`config.mk`:
```
export PLATFORM = sky130hd
export DESIGN_NAME = reg_file_mp_flat
export DESIGN_NICKNAME = d
export VERILOG_FILES = /design/src/rtl/reg_file_mp_if.sv /design/src/rtl/reg_file_mp.sv /design/src/flat_wrapper.sv
export SDC_FILE = /design/constraint.sdc
export NUM_CORES = 2
export LEC_CHECK = 0
export CAP_MARGIN = 30
export CORE_ASPECT_RATIO = 1.4
export CORE_MARGIN = 1.5
export CORE_UTILIZATION = 59
export CTS_CLUSTER_DIAMETER = 30
export DETAILED_ROUTE_END_ITERATION = 8
export HOLD_SLACK_MARGIN = 0.05
export PLACE_DENSITY = 0.77
export SYNTH_ARGS = -nofsm -noshare
export SYNTH_HDL_FRONTEND = slang
export SYNTH_SLANG_ARGS = --single-unit
```
`constraint.sdc`:
```
create_clock -name clk -period 7.3 [get_ports clk]
set_input_delay 1.46 -clock clk [delete_from_list [all_inputs] [get_ports clk]]
set_output_delay 1.46 -clock clk [all_outputs]
set_load 0.01 [all_outputs]
```
`src/rtl/reg_file_mp_if.sv`:
```
// Bus bundle for reg_file_mp: read ports, two write ports and the scoreboard set port.
// Writes and sb_set are single-cycle strobes sampled on the rising clk edge; reads are combinational.
interface reg_file_mp_if #(
  parameter int XLEN  = 32,
  parameter int NREGS = 32,
  parameter int NRD   = 2
);
  localparam int AW = $clog2(NREGS);

  logic [NRD*AW-1:0]   raddr;
  logic [NRD*XLEN-1:0] rdata;
  logic [NRD-1:0]      rbusy;
  logic                we0;
  logic [AW-1:0]       waddr0;
  logic [XLEN-1:0]     wdata0;
  logic                we1;
  logic [AW-1:0]       waddr1;
  logic [XLEN-1:0]     wdata1;
  logic                sb_set;
  logic [AW-1:0]       sb_addr;

  modport master (
    output raddr, we0, waddr0, wdata0, we1, waddr1, wdata1, sb_set, sb_addr,
    input  rdata, rbusy
  );

  modport slave (
    input  raddr, we0, waddr0, wdata0, we1, waddr1, wdata1, sb_set, sb_addr,
    output rdata, rbusy
  );
endinterface

```
`src/rtl/reg_file_mp.sv`:
```
// Multi-port register file with busy scoreboard and a post-reset init sequencer.
// Define REGFILE_BYPASS_EN to forward same-cycle write data to matching read ports.
module reg_file_mp #(
  parameter int XLEN      = 32,
  parameter int NREGS     = 32,
  parameter int NRD       = 2,
  parameter int INIT_BASE = 128
) (
  input  logic          clk,
  input  logic          rst,
  output logic          ready,
  output logic [0:0]    fsm_state,
  reg_file_mp_if.slave  bus
);
  localparam int AW = $clog2(NREGS);

  localparam logic [0:0] ST_INIT  = 1'b0;
  localparam logic [0:0] ST_READY = 1'b1;

  logic [0:0]       state;
  logic [AW-1:0]    ptr;
  logic [XLEN-1:0]  regs [NREGS];
  logic [NREGS-1:0] busy;
  logic [NREGS-1:0] busy_nxt;
  logic [XLEN-1:0]  init_val;
  logic             wr0_en;
  logic             wr1_en;
  logic             sb_en;

  assign ready     = (state == ST_READY);
  assign fsm_state = state;

  // Writes to register 0 and anything arriving during INIT are dropped here.
  assign wr0_en = ready && bus.we0 && (bus.waddr0 != '0);
  assign wr1_en = ready && bus.we1 && (bus.waddr1 != '0);
  assign sb_en  = ready && bus.sb_set && (bus.sb_addr != '0);

  assign init_val = XLEN'(INIT_BASE) + XLEN'(ptr) - XLEN'(1);

  always_ff @(posedge clk or negedge rst) begin
    if (!rst) begin
      state <= ST_INIT;
      ptr   <= AW'(1);
    end else if (state == ST_INIT) begin
      ptr <= ptr + AW'(1);
      if (ptr == AW'(NREGS - 1)) state <= ST_READY;
    end
  end

  // Storage is deliberately not reset; the sequencer fills it after reset.
  always_ff @(posedge clk) begin
    if (state == ST_INIT) begin
      regs[ptr] <= init_val;
    end else begin
      if (wr0_en) regs[bus.waddr0] <= bus.wdata0;
      if (wr1_en) regs[bus.waddr1] <= bus.wdata1;
    end
  end

  // Clears first, then set, so a same-address set survives a concurrent write.
  always_comb begin
    busy_nxt = busy;
    if (wr0_en) busy_nxt[bus.waddr0] = 1'b0;
    if (wr1_en) busy_nxt[bus.waddr1] = 1'b0;
    if (sb_en)  busy_nxt[bus.sb_addr] = 1'b1;
  end

  always_ff @(posedge clk or negedge rst) begin
    if (!rst) busy <= '0;
    else      busy <= busy_nxt;
  end

  always_comb begin
    logic [AW-1:0]   ra;
    logic [XLEN-1:0] rd;
    logic            rb;
    bus.rdata = '0;
    bus.rbusy = '0;
    for (int k = 0; k < NRD; k++) begin
      ra = bus.raddr[k*AW +: AW];
      rd = '0;
      rb = 1'b0;
      if (ready && (ra != '0)) begin
        rd = regs[ra];
        rb = busy[ra];
`ifdef REGFILE_BYPASS_EN
        if (wr0_en && (bus.waddr0 == ra)) begin
          rd = bus.wdata0;
          rb = 1'b0;
        end
        if (wr1_en && (bus.waddr1 == ra)) begin
          rd = bus.wdata1;
          rb = 1'b0;
        end
`else
        rd = regs[ra];
`endif
      end
      bus.rdata[k*XLEN +: XLEN] = rd;
      bus.rbusy[k] = rb;
    end
  end
endmodule

```
`src/flat_wrapper.sv`:
```
// flat-port wrapper written by rule: the top's interface ports become plain ports
module reg_file_mp_flat 
#(
  parameter int XLEN      = 32,
  parameter int NREGS     = 32,
  parameter int NRD       = 2,
  parameter int INIT_BASE = 128
)
  (clk, rst, ready, fsm_state, bus_raddr, bus_we0, bus_waddr0, bus_wdata0, bus_we1, bus_waddr1, bus_wdata1, bus_sb_set, bus_sb_addr, bus_rdata, bus_rbusy);
  reg_file_mp_if #(.XLEN(XLEN), .NREGS(NREGS), .NRD(NRD)) bus_i ();
  input  logic clk;
  input  logic rst;
  output logic ready;
  output logic [0:0] fsm_state;
  input wire logic [$bits(bus_i.raddr)-1:0] bus_raddr;
  input wire logic [$bits(bus_i.we0)-1:0] bus_we0;
  input wire logic [$bits(bus_i.waddr0)-1:0] bus_waddr0;
  input wire logic [$bits(bus_i.wdata0)-1:0] bus_wdata0;
  input wire logic [$bits(bus_i.we1)-1:0] bus_we1;
  input wire logic [$bits(bus_i.waddr1)-1:0] bus_waddr1;
  input wire logic [$bits(bus_i.wdata1)-1:0] bus_wdata1;
  input wire logic [$bits(bus_i.sb_set)-1:0] bus_sb_set;
  input wire logic [$bits(bus_i.sb_addr)-1:0] bus_sb_addr;
  output wire logic [$bits(bus_i.rdata)-1:0] bus_rdata;
  output wire logic [$bits(bus_i.rbusy)-1:0] bus_rbusy;
  assign bus_i.raddr = bus_raddr;
  assign bus_i.we0 = bus_we0;
  assign bus_i.waddr0 = bus_waddr0;
  assign bus_i.wdata0 = bus_wdata0;
  assign bus_i.we1 = bus_we1;
  assign bus_i.waddr1 = bus_waddr1;
  assign bus_i.wdata1 = bus_wdata1;
  assign bus_i.sb_set = bus_sb_set;
  assign bus_i.sb_addr = bus_sb_addr;
  assign bus_rdata = bus_i.rdata;
  assign bus_rbusy = bus_i.rbusy;
  reg_file_mp #(.XLEN(XLEN), .NREGS(NREGS), .NRD(NRD), .INIT_BASE(INIT_BASE)) u_core (.clk(clk), .rst(rst), .ready(ready), .fsm_state(fsm_state), .bus(bus_i));
endmodule
```
==> out/results.txt <==
Max Slew Vio Count -> 0
average cell area after synthesis -> 11.7 um^2
HP Class -> flop to flop
area occupied by multi-input gates -> 28000 um^2
status -> completed
first-pass GRT wire length -> 347000 um
post-detail-place hpwl -> 145000 um
Routed WL per cell -> 36.9 um
DIE WIDTH -> 276 um
gpl congestion -> 0.951
TritonCTS Sinks -> 1062
register area -> 31700 um^2
crit end category -> output port
Critical Path Max Stage Delay -> 0.95 ns
vias in the first global route -> 50500
mapped cell area -> 61500 um^2
cell depth of the worst hold path -> 0
library cells used by synthesis -> 67
Detailed Routing Iterations Pass 1 -> 9
Hold Vio Cnt, Final -> 0
Routed WL -> 248000 um
share of layout cells above drive strength 1 -> 21.9%
gr ovfl total -> 0
Root Driver -> clkbuf_16
gr usage total -> 46.7%
starting density of the core -> 59.3%
Slew Limit Headroom -> 23.1%
Post-CTS Setup Bufs -> 0
Met2 Wirelength -> 107000 um
initial antenna violation count -> 36
required time worst endpoint -> 5.84 ns
Seq cells post-synth -> 1062
sequential fraction of the synthesis area -> 51.5%
vias -> 51800
Worst Skew -> 0.0454 ns
Power, Total -> 17.1 mW
via-per-instance ratio -> 7.71
DR WL met3 -> 41000 um
Area Growth Syn to Fin -> 15.7%
min cycle time layout -> 6.69 ns
# DRC -> 0
final core occ -> 68.6%
fraction of registers with async set or reset after synthesis -> 3.58%
unrepaired setup endpoints after global routing -> no
Worst setup SP type -> primary input
CP max stage cell -> nor2_4
synthesized netlist cell count -> 5246
Final nets -> 5305
CP Cell Sequence -> buf_8 -> nor2_4 -> a22oi_1 -> a31oi_1 -> nand4_1 -> clkdlybuf4s50_1
CTS tree -> yes
Power Dens Cells -> 240 nW/um^2
cts bufs inserted -> 172
Tcrit/Tclk final -> 91.6%
post-detailed-route count of antenna-violating nets -> 0
Pleak -> 25.5 nW
clk_lat worst skew -> 0.82 ns
# rows -> 140
post_cts resized -> 0
Top Metal Used -> met5
clock transition at the registers of the reported paths -> 0.05 ns
fin worst setup slack -> 0.615 ns
achievable frequency -> 0.150 GHz
Crit Path Category -> primary input to output port
Arr. time, crit path -> 5.23 ns
Yosys Warn Count -> 0
worst reg-to-reg path cell count -> 6
htree depth -> 4
worst-margin pin slew -> 1.15 ns
pre-CTS setup slack -> 1.08 ns
Port Buffers -> 161
Setup violations, final -> 0
M1 WL -> 72900 um
Die ar. -> 106000 um^2
DIE HEIGHT -> 385 um
largest net degree at the start of global routing -> 88
syn_nets -> 5343
Post-synth EDFFs -> 1024
# IOs -> 162
hold_ws -> 0.401 ns
number of max-cap violations -> 0
# fillers -> 7085
setup TNS -> 0 ns
ys flop type -> edfxtp_1
core area -> 104000 um^2
Iteration-0 DRC Markers -> 10100
hold_buf cts -> 0
Peak supply drop -> 187 uV
clock buffer depth -> 3
largest fanout on the critical path -> 65
-- critical path: cells and delay by family --
kind / cells / cell delay (ns)
AND/OR/NAND/NOR: 2 / 1.56
AO/OA/AOI/OAI: 2 / 1.09
buffers and inverters: 2 / 0.93
-- kinds of logic (layout without fill, tap and decap cells) --
group           after synthesis  count (layout)  synth area share, %
compound gates             1204            1204                 11.3
xor+xnor                      6               6               0.0854
fa+ha+maj                     3               3               0.0610
buf+inv                     622             731                 4.18
flops                      1062            1062                 51.5
mux                        1107            1107                 24.0
other cells                   0              22                    0
simple gates               1242            1242                 8.85
-- cell usage in the layout, fill, tap and decap left out, drive strengths merged, types with 13 or more instances in the layout --
cell type and n:
a22o 49, clkinv 89, nand4 62, dfrtp 37, nor3 22, a21oi 208
mux2i 545, and3 27, a22oi 202, edfxtp 1024, nor2 95, a31oi 40
nor2b 13, buf 217, clkbuf 196, diode 22, mux4 260, inv 35
clkdlybuf4s50 154, bufinv 22, nand2 807, nand3 161, a32o 19, o21ai 657
clkinvlp 18, mux2 302
-- sequential cells by signal, summed over array words and instances, names as in the netlist --
| name | count |
|---|---|
| u_core.busy | 32 |
| u_core.fsm_state | 1 |
| u_core.ptr | 5 |
| u_core.regs | 1024 |
-- synth_stat cells, types with 3 or more instances --
cell type,number,area share [%]
buf_4,4,0.049
nor3b_1,7,0.085
nor3_1,13,0.11
o21ba_2,3,0.049
mux2i_1,542,8.8
nand3_1,161,1.3
dfrtp_1,37,1.5
buf_6,3,0.055
nand3b_1,6,0.073
and3_1,27,0.27
nor4bb_1,6,0.098
xnor2_1,4,0.057
edfxtp_1,1024,50
clkinv_1,28,0.17
nand4_1,62,0.63
nand2_2,4,0.041
a31oi_1,40,0.41
nand2b_1,7,0.071
clkbuf_1,400,2.4
a32o_1,19,0.31
a41oi_1,4,0.057
or2_2,3,0.031
buf_2,157,1.3
ha_1,3,0.061
a22oi_1,202,2.5
and4b_1,5,0.081
mux4_2,260,9.5
buf_1,18,0.11
mux2_2,302,5.5
nor2_2,3,0.031
and2_1,10,0.10
mux2i_4,3,0.11
inv_1,8,0.049
nor2_1,92,0.56
o21bai_1,8,0.098
a21oi_1,207,1.7
nor3_2,9,0.15
nand2_1,802,4.9
nor2b_1,13,0.13
a22o_1,49,0.70
o21ai_0,657,5.3
o22ai_1,5,0.051
-- cell type report --
cell class	count	share of cell area, %
multi-input cells	3562	39.3
inverters	39	0.209
repair buffers	371	5.15
clock inverters	125	2.00
flip-flops and latches	1062	44.5
well taps	1349	2.37
diodes	22	0.0774
clock buffers	196	6.35
-- path summary, 6_finish.rpt --
check | slack [ns] | to | startpoint
worst max-delay path | 0.61 | bus_rdata[0] | bus_raddr[0]
worst min-delay path | 0.40 | u_core.busy[0]$_DFF_PN0_ | u_core.busy[0]$_DFF_PN0_
worst max register to register | 3.11 | u_core.regs[4][17]$_DFFE_PP_ | u_core.fsm_state$_DFF_PN0_
worst min register to register | 0.40 | u_core.busy[0]$_DFF_PN0_ | u_core.busy[0]$_DFF_PN0_
max in group asynchronous | 5.93 | u_core.ptr[4]$_DFFE_PN0N_ | rst
min in group asynchronous | 0.77 | u_core.busy[10]$_DFF_PN0_ | rst
-- report_power, final --
group / internal (mW) / leakage [nW] / switching (mW)
sequential: 6.76 / 10.7 / 0.0324
clock: 5.27 / 2.86 / 3.16
combinational: 0.658 / 11.9 / 1.19
total: 12.7 / 25.5 / 4.38
-- through the flow --
| stage | area (um^2) | cells |
|---|---|---|
| final | 71200 | 6726 |
| after global routing | 71100 | 6716 |
| after CTS | 71000 | 6700 |
| after detailed placement | 65100 | 6379 |
| after global placement | 64800 | 6362 |
| after floorplan | 61500 | 5246 |
-- routing by layer --
metal / vias up / GRT usage, %
li1: 20000 / -
met1: 24400 / 53.1
met2: 5704 / 67.6
met3: 1690 / 19.0
met4: 30 / 40.6
met5: - / 1.20
(Power assumes the default switching activity.)
